--- config.mk ---
export PLATFORM = sky130hd
export DESIGN_NAME = cpu_sequencer
export DESIGN_NICKNAME = d
export VERILOG_FILES = /design/src/rtl/cpu_sequencer.sv
export SDC_FILE = /design/constraint.sdc
export NUM_CORES = 1
export LEC_CHECK = 0
export CAP_MARGIN = 30
export CORE_MARGIN = 5
export CORE_UTILIZATION = 49
export DETAILED_ROUTE_END_ITERATION = 6
export GPL_TIMING_DRIVEN = 0
export PLACE_DENSITY = 0.83
export SLEW_MARGIN = 20
export SYNTH_ARGS = -nofsm -noshare
export SYNTH_HDL_FRONTEND = slang
export SYNTH_SLANG_ARGS = --single-unit
--- constraint.sdc ---
create_clock -name clk -period 3.18 [get_ports clk]
set_input_delay 0.477 -clock clk [delete_from_list [all_inputs] [get_ports clk]]
set_output_delay 0.477 -clock clk [all_outputs]
set_load 0.01 [all_outputs]
--- src/rtl/cpu_sequencer.sv ---
// Multi-cycle control FSM for the CPU32 datapath, arbitrating the single RAM port.
// Optional performance counters are enabled with `define SEQ_PERF_CNT_EN.
module cpu_sequencer #(
  parameter int MEM_TIMEOUT = 16,
  parameter int TO_W        = 5
) (
  input  logic        clk,
  input  logic        rst,
  input  logic        run,
  input  logic        excp,
  input  logic        reg_wr,
  input  logic        reg_src_ram,
  input  logic        is_store,
  input  logic        is_branch,
  input  logic        is_jump,
  input  logic        br_taken,
  input  logic        mem_ack,
  output logic        mem_req,
  output logic        mem_sel,
  output logic        mem_we,
  output logic        ir_we,
  output logic        pc_we,
  output logic [1:0]  pc_sel,
  output logic        alu_we,
  output logic        reg_we,
  output logic        retire,
  output logic [1:0]  fault,
  output logic [2:0]  state
`ifdef SEQ_PERF_CNT_EN
  ,
  output logic [31:0] cyc_cnt,
  output logic [31:0] inst_cnt
`endif
);

  typedef enum logic [2:0] {
    IDLE   = 3'd0,
    FETCH  = 3'd1,
    DECODE = 3'd2,
    EXEC   = 3'd3,
    MEM    = 3'd4,
    WB     = 3'd5,
    FAULT  = 3'd6
  } state_t;

  localparam bit             TO_EN   = (MEM_TIMEOUT > 0);
  localparam logic [TO_W-1:0] TO_LAST = TO_W'(MEM_TIMEOUT > 0 ? MEM_TIMEOUT - 1 : 0);

  state_t          cur;
  state_t          nxt;
  logic [TO_W-1:0] to_cnt;
  logic            pending;
  logic            timed_out;
  logic            entering;
  logic [1:0]      fault_nxt;

  assign state     = cur;
  assign timed_out = TO_EN && (to_cnt == TO_LAST) && !mem_ack;
  assign entering  = (nxt != cur) && ((nxt == FETCH) || (nxt == MEM));

  // pending marks a fetch request already on the bus, which run=0 must not abandon
  always_ff @(posedge clk or posedge rst) begin
    if (rst) begin
      cur     <= IDLE;
      fault   <= 2'd0;
      to_cnt  <= '0;
      pending <= 1'b0;
    end else begin
      cur     <= nxt;
      fault   <= fault_nxt;
      pending <= (cur == FETCH) && (nxt == FETCH);
      if (entering || (mem_req && mem_ack))
        to_cnt <= '0;
      else if (mem_req)
        to_cnt <= to_cnt + 1'b1;
    end
  end

  always_comb begin
    nxt       = cur;
    fault_nxt = fault;
    mem_req   = 1'b0;
    mem_sel   = 1'b0;
    mem_we    = 1'b0;
    ir_we     = 1'b0;
    pc_we     = 1'b0;
    pc_sel    = 2'd0;
    alu_we    = 1'b0;
    reg_we    = 1'b0;
    retire    = 1'b0;
    case (cur)
      IDLE: begin
        if (run) nxt = FETCH;
      end
      FETCH: begin
        if (!pending && !run) begin
          nxt = IDLE;
        end else begin
          mem_req = 1'b1;
          if (mem_ack) begin
            ir_we = 1'b1;
            pc_we = 1'b1;
            nxt   = DECODE;
          end else if (timed_out) begin
            fault_nxt = 2'd2;
            nxt       = FAULT;
          end
        end
      end
      DECODE: begin
        if (excp) begin
          fault_nxt = 2'd1;
          nxt       = FAULT;
        end else begin
          nxt = EXEC;
        end
      end
      EXEC: begin
        alu_we = 1'b1;
        if (is_jump) begin
          pc_we  = 1'b1;
          pc_sel = 2'd2;
          retire = 1'b1;
          nxt    = FETCH;
        end else if (is_branch) begin
          retire = 1'b1;
          nxt    = FETCH;
          if (br_taken) begin
            pc_we  = 1'b1;
            pc_sel = 2'd1;
          end
        end else if (is_store || reg_src_ram) begin
          nxt = MEM;
        end else if (reg_wr) begin
          nxt = WB;
        end else begin
          retire = 1'b1;
          nxt    = FETCH;
        end
      end
      MEM: begin
        mem_req = 1'b1;
        mem_sel = 1'b1;
        mem_we  = is_store;
        if (mem_ack) begin
          if (is_store) begin
            retire = 1'b1;
            nxt    = FETCH;
          end else begin
            nxt = WB;
          end
        end else if (timed_out) begin
          fault_nxt = 2'd2;
          nxt       = FAULT;
        end
      end
      WB: begin
        reg_we = 1'b1;
        retire = 1'b1;
        nxt    = FETCH;
      end
      FAULT: begin
        nxt = FAULT;
      end
      default: begin
        nxt = IDLE;
      end
    endcase
  end

`ifdef SEQ_PERF_CNT_EN
  // Both counters wrap naturally at 2^32
  always_ff @(posedge clk or posedge rst) begin
    if (rst) begin
      cyc_cnt  <= 32'd0;
      inst_cnt <= 32'd0;
    end else begin
      if ((cur != IDLE) && (cur != FAULT))
        cyc_cnt <= cyc_cnt + 32'd1;
      if (retire)
        inst_cnt <= inst_cnt + 32'd1;
    end
  end
`endif

endmodule

==> results.json, run 1 <==
{
  "outcome": "finished clean",
  "gp_congestion": 0.8723,
  "insertion_delay_ps": 260,
  "dieArea_sq_um": 2726,
  "cp-startpoint": "run",
  "yosys.area_share.simple_pct": 37.11,
  "fin_nets": 140,
  "htreeDepth": 1,
  "dp_slack_ps": 416.7,
  "syn_inst": 98,
  "p_per_area_nw_per_um2": 743.4,
  "dieWidth_um": 52.22,
  "required_ps": 2700,
  "crit_end": "pc_we",
  "fp-row-count": 15,
  "switching_share_pct": 42.13,
  "p_comb_share_pct": 65.5,
  "yosysWarnings": 0,
  "gr-total-overflow": 0,
  "crit_slowest_cell": "clkdlybuf4s50_1",
  "synthesis.nets": 111,
  "clk_pin_slew_worst_paths_ps": 70,
  "reg2reg_to": "to_cnt[0]$_DFFE_PP0P_",
  "max_stage_delay_ps": 540,
  "fillers": 146,
  "drc": 0,
  "drtAntennaViolNets": 0,
  "yosysUniqueCellTypes": 42,
  "postCtsHoldBufs": 0,
  "slew_violations": 0,
  "start_util_pct": 51.14,
  "fin_ws_ps": 405.1,
  "synth-compound-area-share_pct": 20.06,
  "crit_cells": 7,
  "num_vias": 832,
  "drtIter0Drc": 17,
  "grt_pass1_vias": 854,
  "antenna_found_initial": 0,
  "synthAdderAreaFrac_pct": 2.865,
  "peakVddDrop_mv": 0.3688,
  "finalSetupViolations": 0,
  "grt_start_max_net_pins": 12,
  "die_h_um": 52.22,
  "cts_root_buf": "clkbuf_4",
  "cts_tree": "yes",
  "start_kind": "primary input",
  "clock_sinks": 11,
  "p_switching_mw": 0.3668,
  "hp-class": "primary input to async pin",
  "synth_area_sq_um": 873.3,
  "slew_headroom_pct": 71.20,
  "rsz0062_at_grt": "false",
  "reg2reg_depth": 7,
  "cts-resized-gates": 0,
  "synth_top_family_by_area": "simple AND/OR/NAND/NOR gates",
  "wl_per_cell_um": 14.01,
  "path_cells": "clkdlybuf4s50_1 > nor2_1 > nor3_1 > and2_1 > nor2_1 > nor2_1 > clkdlybuf4s50_1",
  "clock_path_buffers": 2,
  "io_pins": 26,
  "crit_buf_inv": 2,
  "layout_common_cells": "clkdlybuf4s50_1, nor2_1, dfrtp_1",
  "final_common_cell": "clkdlybuf4s50_1",
  "worst_pin_slew_ps": 428.8,
  "cts_setup_buffers": 0,
  "dp_hpwl_um": 1719,
  "skew_ps": 0.7511,
  "max-cap-violations": 0,
  "coreArea_sq_um": 1708,
  "power.internal_mw": 0.5038,
  "vias_per_cell": 5.510,
  "cp_common_cell": "nor2_1",
  "ys_seq_area_share_pct": 31.52,
  "pwr-share-seq_pct": 23.9,
  "cts_buffers": 3,
  "report.power.total_mw": 0.8706,
  "period_share_pct": 87.26,
  "grt_use_total_pct": 18.56,
  "diodes": 0,
  "power.share.clock_pct": 10.6,
  "setup_tns_ps": 0,
  "numPortBuffers": 24,
  "synthMuxAreaShare_pct": 2.292,
  "wl_um": 2115,
  "period_needed_ps": 2775,
  "rrSetupSlack_ps": 1050,
  "ys_ff_latch": 11,
  "layout-drive-gt1-share_pct": 16.67,
  "critical_path.top_delay_family": "buffers and inverters",
  "path_class": "primary input to output port",
  "dr.pass1.iters": 4,
  "worstReg2RegStart": "to_cnt[0]$_DFFE_PP0P_",
  "synth-xor-area-share_pct": 0,
  "synth.avg_cell_area_sq_um": 8.912,
  "syn2layout_area_growth_pct": 34.10,
  "endpoint_kind": "output port",
  "grt_pass1_wl_um": 3781,
  "cp_max_fo": 4,
  "hold_violations": 0,
  "max_freq_mhz": 360.4,
  "p_leak_nw": 0.5058,
  "worstPathArrival_ps": 2300
}
## cells by family (layout without fill, tap and decap cells)
family / count (synthesis) / count (layout)
compound gates: 21 / 21
fa+ha+maj: 2 / 2
buf+inv: 10 / 38
flops: 11 / 11
mux: 2 / 2
simple gates: 52 / 52
## synthesized netlist by cell type
cell type,instances,area share [%]
o21a_1,1,0.86
o22ai_1,1,0.72
nand2b_4,1,1.6
nand2b_2,1,1.0
nand3_2,1,1.1
buf_6,1,1.3
nand3_1,1,0.57
dfrtp_1,11,32
a31oi_1,1,0.72
mux2i_1,2,2.3
nor3b_4,1,2.1
o31ai_1,1,0.86
nor4b_1,1,1.0
a2bb2oi_1,1,1.0
nor4_1,2,1.4
or4_4,1,1.3
a211oi_4,1,2.3
inv_1,4,1.7
nand2_1,6,2.6
and3_1,4,2.9
o21ai_2,1,1.0
nor2b_1,3,2.1
nand3_4,1,2.0
o21ai_0,2,1.1
a221oi_2,1,1.7
nor3_1,8,4.6
nor2_1,11,4.7
buf_2,1,0.57
o32ai_1,1,1.0
a211oi_2,1,1.4
a211o_1,1,1.0
a22o_1,2,2.0
buf_4,2,1.7
a221o_1,1,1.1
a21oi_1,4,2.3
and2_1,5,3.6
ha_1,2,2.9
o21bai_1,1,0.86
nor2b_4,1,1.6
inv_2,2,0.86
nand2_2,1,0.72
nand2b_1,3,2.1
## through the flow
stage | std cells | instance area [sq um] | hold WS (ps) | utilization [%]
3_3_place_gp | 147 | 1145 | 490.2 | 67.03
4_1_cts | 151 | 1171 | 499.2 | 68.57
3_5_place_dp | 147 | 1145 | 495.8 | 67.03
6_report | 151 | 1171 | 491.6 | 68.57
5_1_grt | 151 | 1171 | 510.4 | 68.57
2_1_floorplan | 98 | 873.3 | 329.4 | -
## sequential cells by signal (all words and copies together) (netlist names)
register and cells:
to_cnt 5, state 3, fault 2, pending 1
## final cells by class
cell class / count / area (sq um) / share of cell area [%]
buffer: 4 / 31.28 / 2.671
clock buffer: 4 / 26.28 / 2.244
inverter: 6 / 22.52 / 1.923
multi-input combinational: 77 / 544.3 / 46.47
sequential: 11 / 275.3 / 23.50
tap: 25 / 31.28 / 2.671
timing repair buffer: 24 / 240.2 / 20.51
## power by group through the flow
stage	Combinational, mW	Sequential, mW	Clock [mW]
after global routing	0.624	0.216	0.108
final	0.571	0.208	0.0919
after detailed placement	0.573	0.212	0
after CTS	0.575	0.209	0.0965
after global placement	0.561	0.209	0
after floorplan	0.379	0.218	0
## per-layer routing
layer / track usage (%) / vias to the layer above / part of all wire [%]
met5: 0 / - / 0
met4: 4.681 / 0 / 0.19
li1: - / 409 / -
met1: 22.72 / 403 / 45
met2: 32.01 / 18 / 52
met3: 5.128 / 2 / 3.2
## worst min-delay path by stage
stage	slack (ps)	from	cells after the start	end
5_1_grt	510	rst	2	to_cnt[3]$_DFFE_PP0P_
3_3_place_gp	490	fault[1]$_DFFE_PP0P_	1	fault[1]$_DFFE_PP0P_
4_1_cts	500	rst	2	to_cnt[1]$_DFFE_PP0P_
3_5_place_dp	500	fault[1]$_DFFE_PP0P_	1	fault[1]$_DFFE_PP0P_
6_report	490	rst	2	fault[0]$_DFFE_PP0P_
2_1_floorplan	330	rst	1	fault[0]$_DFFE_PP0P_
## worst register-to-register path, cell delays in order (launching register included)
cell,delay (ps)
dfrtp_1,410
ha_1,230
and3_1,190
ha_1,180
nor2b_1,180
a221o_1,370
a211oi_4,330
nor3_1,110
(Power assumes the default switching activity.)
==> run 2: changes to the inputs <==
- RECOVER_POWER: default -> 25
==> run 2 against run 1 <==
  * Sequential cell count is the same
  * Clock power hardly changed
  * Register-to-register slack barely moved
  * Fmax stayed put
  * Routed wire length barely moved
  * Hold slack improved by 16 ps
  * Global-route usage unchanged
==> results.json, run 2 (synthesized netlist as in run 1, its figures left out) <==
{
  "rsz0062_at_grt": "false",
  "setup_tns_ps": 0,
  "crit_buf_inv": 2,
  "dieWidth_um": 52.22,
  "wl_um": 2114,
  "postCtsHoldBufs": 0,
  "io_pins": 26,
  "wl_per_cell_um": 14.00,
  "p_comb_share_pct": 65.5,
  "start_kind": "primary input",
  "peakVddDrop_mv": 0.3687,
  "path_cells": "clkdlybuf4s50_1 > nor2_1 > nor3_1 > and2_1 > nor2_1 > nor2_1 > clkdlybuf4s50_1",
  "drtAntennaViolNets": 0,
  "finalSetupViolations": 0,
  "layout_common_cells": "clkdlybuf4s50_1, nor2_1, dfrtp_1",
  "outcome": "finished clean",
  "required_ps": 2700,
  "slew_violations": 0,
  "p_per_area_nw_per_um2": 743.1,
  "clk_pin_slew_worst_paths_ps": 70,
  "antenna_found_initial": 0,
  "holdWs_ps": 507.6,
  "critical_path.top_delay_family": "buffers and inverters",
  "numPortBuffers": 24,
  "grt_pass1_vias": 854,
  "hold_violations": 0,
  "drc": 0,
  "clock_sinks": 11,
  "num_vias": 832,
  "period_share_pct": 87.26,
  "pwr-share-seq_pct": 23.9,
  "max_stage_delay_ps": 540,
  "fp-row-count": 15,
  "path_class": "primary input to output port",
  "gr-total-overflow": 0,
  "dp_hpwl_um": 1719,
  "cts-resized-gates": 0,
  "cp_max_fo": 4,
  "p_switching_mw": 0.3667,
  "max-cap-violations": 0,
  "cp_common_cell": "nor2_1",
  "dieArea_sq_um": 2726,
  "power.internal_mw": 0.5036,
  "hold_depth": 1,
  "worstPathArrival_ps": 2300,
  "cts_setup_buffers": 0,
  "clock_path_buffers": 2,
  "die_h_um": 52.22,
  "final_cell_area_sq_um": 1171,
  "start_util_pct": 51.14,
  "report.power.total_mw": 0.8703,
  "top_register": "to_cnt",
  "cts_tree": "yes",
  "place_area_sq_um": 1145,
  "grt_pass1_wl_um": 3781,
  "cts_buffers": 3,
  "coreArea_sq_um": 1708,
  "worst_pin_slew_ps": 428.8,
  "max_freq_mhz": 360.4,
  "skew_ps": 0.8178,
  "reg2reg_depth": 7,
  "cts_root_buf": "clkbuf_4",
  "hp-class": "flop to flop",
  "drtIter0Drc": 17,
  "grt_use_total_pct": 18.56,
  "fin_nets": 140,
  "crit_cells": 7,
  "p_leak_nw": 0.5061,
  "largest_reg_flops": 5,
  "crit_slowest_cell": "clkdlybuf4s50_1",
  "slew_headroom_pct": 71.20,
  "period_needed_ps": 2775,
  "final_common_cell": "clkdlybuf4s50_1",
  "power.share.clock_pct": 10.6,
  "switching_share_pct": 42.14,
  "diodes": 0,
  "grt_start_max_net_pins": 12,
  "insertion_delay_ps": 260,
  "layout-drive-gt1-share_pct": 16.67,
  "syn2layout_area_growth_pct": 34.10,
  "gp_congestion": 0.8723,
  "htreeDepth": 1,
  "endpoint_kind": "output port",
  "vias_per_cell": 5.510,
  "dr.pass1.iters": 4
}
[run 2: power groups by stage]
| stage | clock network (mW) | logic [mW] | registers (mW) |
|---|---|---|---|
| floorplan | 0 | 0.379 | 0.218 |
| global placement | 0 | 0.561 | 0.209 |
| detailed placement | 0 | 0.573 | 0.212 |
| CTS | 0.0965 | 0.575 | 0.209 |
| global route | 0.108 | 0.624 | 0.216 |
| finish | 0.0920 | 0.570 | 0.208 |
[run 2: per-stage QoR]
| step | setup slack [ps] | cells | util [%] |
|---|---|---|---|
| after floorplan | 1215 | 98 | - |
| after global placement | 408.4 | 147 | 67.03 |
| after detailed placement | 416.7 | 147 | 67.03 |
| after CTS | 408.2 | 151 | 68.57 |
| after global routing | 309.5 | 151 | 68.57 |
| final | 405.1 | 151 | 68.57 |
[run 2: final timing paths]
check | start | to | slack [ps]
worst max-delay path | run | pc_we | 410
max in group asynchronous | rst | to_cnt[4]$_DFFE_PP0P_ | 2270
worst max register to register | to_cnt[0]$_DFFE_PP0P_ | to_cnt[0]$_DFFE_PP0P_ | 1050
min in group asynchronous | rst | fault[0]$_DFFE_PP0P_ | 630
worst min register to register | fault[1]$_DFFE_PP0P_ | fault[1]$_DFFE_PP0P_ | 510
worst min-delay path | fault[1]$_DFFE_PP0P_ | fault[1]$_DFFE_PP0P_ | 510
[run 2: area by class of cell]
cell class | count | area [sq um]
Buffer | 4 | 31.28
Timing Repair Buffer | 24 | 240.2
Fill cell | 146 | 536.8
Sequential cell | 11 | 275.3
Clock buffer | 4 | 26.28
Inverter | 6 | 22.52
Multi-Input combinational cell | 77 | 544.3
Tap cell | 25 | 31.28
[run 2: layer usage]
| metal | GRT usage (%) | vias to the layer above | share of wire (%) |
|---|---|---|---|
| li1 | - | 409 | - |
| met1 | 22.72 | 403 | 45 |
| met5 | 0 | - | 0 |
| met4 | 4.681 | 0 | 0.19 |
| met3 | 5.128 | 2 | 3.2 |
| met2 | 32.01 | 18 | 52 |
==> run 3: changes to the inputs <==
- CORE_MARGIN: 5 -> 2
- CORE_UTILIZATION: 49 -> 47
- PLACE_DENSITY: 0.83 -> 0.8
==> run 3 against run 2 <==
  * Clock power increased by 5.5%
  * Worst setup slack improved by 5.2 ps
  * Sequential cell count unchanged
  * Critical path depth unchanged
  * Die area decreased by 19%
  * First-iteration DRC count increased by 24%
  * Fmax increased by 0.19%
==> results.json, run 3 (synthesized netlist as in run 1, its figures left out) <==
{
  "outcome": "finished clean",
  "gp_congestion": 0.8022,
  "dieArea_sq_um": 2219,
  "grt_pass1_wl_um": 3305,
  "hp-class": "flop to flop",
  "fin_nets": 140,
  "largest_reg_flops": 5,
  "grt_use_total_pct": 21.45,
  "antenna_found_initial": 0,
  "worstPathArrival_ps": 2290,
  "wl_um": 2063,
  "io_pins": 26,
  "start_kind": "primary input",
  "dr.pass1.iters": 4,
  "clk_pin_slew_worst_paths_ps": 70,
  "start_util_pct": 50.04,
  "die_h_um": 47.11,
  "htreeDepth": 1,
  "path_class": "primary input to output port",
  "rsz0062_at_grt": "false",
  "final_cell_area_sq_um": 1171,
  "gr-total-overflow": 0,
  "wl_per_cell_um": 13.66,
  "worst_pin_slew_ps": 465.5,
  "fp-row-count": 15,
  "vias_per_cell": 5.510,
  "max_freq_mhz": 361.1,
  "layout_common_cells": "clkdlybuf4s50_1, nor2_1, dfrtp_1",
  "dieWidth_um": 47.11,
  "grt_start_max_net_pins": 12,
  "insertion_delay_ps": 270,
  "drtAntennaViolNets": 0,
  "clock_sinks": 11,
  "syn2layout_area_growth_pct": 34.10,
  "layout-drive-gt1-share_pct": 16.67,
  "hold_violations": 0,
  "slew_headroom_pct": 68.97,
  "endpoint_kind": "output port",
  "postCtsHoldBufs": 0,
  "period_share_pct": 87.10,
  "numPortBuffers": 24,
  "top_register": "to_cnt",
  "diodes": 0,
  "report.power.total_mw": 0.8741,
  "setup_tns_ps": 0,
  "clock_path_buffers": 2,
  "cts_buffers": 3,
  "max-cap-violations": 0,
  "period_needed_ps": 2770,
  "coreArea_sq_um": 1745,
  "cp_max_fo": 4,
  "cts_tree": "yes",
  "place_area_sq_um": 1145,
  "p_leak_nw": 0.5061,
  "drtIter0Drc": 21,
  "cts-resized-gates": 0,
  "finalSetupViolations": 0,
  "skew_ps": 1.340,
  "drc": 0,
  "required_ps": 2700,
  "cts_root_buf": "clkbuf_4",
  "slew_violations": 0,
  "peakVddDrop_mv": 0.3365,
  "final_common_cell": "clkdlybuf4s50_1",
  "num_vias": 832,
  "grt_pass1_vias": 789,
  "dp_hpwl_um": 1646,
  "p_per_area_nw_per_um2": 746.4,
  "cts_setup_buffers": 0
}
-- run 3: cell counts in the layout (fill, tap and decap cells not counted) --
No cell type changed its count.
-- run 3: power by group --
part / leakage, nW / total (mW) / internal, mW / switching, mW
logic: 0.347 / 0.568 / 0.274 / 0.294
registers: 0.144 / 0.209 / 0.180 / 0.0289
clock network: 0.0150 / 0.0971 / 0.0487 / 0.0484
total: 0.506 / 0.874 / 0.503 / 0.372
-- run 3: final timing paths --
path,from,end,slack (ps),cells past startpoint
max,run,pc_we,410,7
min,fault[1]$_DFFE_PP0P_,fault[1]$_DFFE_PP0P_,500,1
max reg2reg,to_cnt[0]$_DFFE_PP0P_,to_cnt[1]$_DFFE_PP0P_,1030,7
min reg2reg,fault[1]$_DFFE_PP0P_,fault[1]$_DFFE_PP0P_,500,1
max in group asynchronous,rst,state[1]$_DFF_PP0_,2250,2
min in group asynchronous,rst,to_cnt[1]$_DFFE_PP0P_,630,2
-- run 3: metal layers --
metal	routed length [um]	track usage, %	share of wire [%]
met5	0	0	0
met4	49	7.778	2.4
met3	93	6.154	4.5
met2	997	35.34	48
met1	922	26.71	45
-- run 3: worst max-delay path: stages --
cell and delay (ps):
clkdlybuf4s50_1 480, nor2_1 100, nor3_1 360, and2_1 210, nor2_1 50, nor2_1 80, clkdlybuf4s50_1 540
-- run 3: stage by stage --
step                hold slack, ps  util (%)  setup slack, ps  instances
global route                 526.7     67.10            328.0        151
global placement             487.1     65.59            420.9        147
floorplan                    329.4         -             1215         98
CTS                          500.5     67.10            409.1        151
finish                       497.5     67.10            410.3        151
detailed placement           490.7     65.59            413.3        147
-- run 3: final cells by class --
| type | instances | area (sq um) |
|---|---|---|
| repair buffers | 24 | 240.2 |
| clock buffers | 4 | 26.28 |
| flip-flops and latches | 11 | 275.3 |
| plain buffers | 4 | 31.28 |
| fillers | 154 | 574.3 |
| multi-input cells | 77 | 544.3 |
| well taps | 25 | 31.28 |
| inverters | 6 | 22.52 |
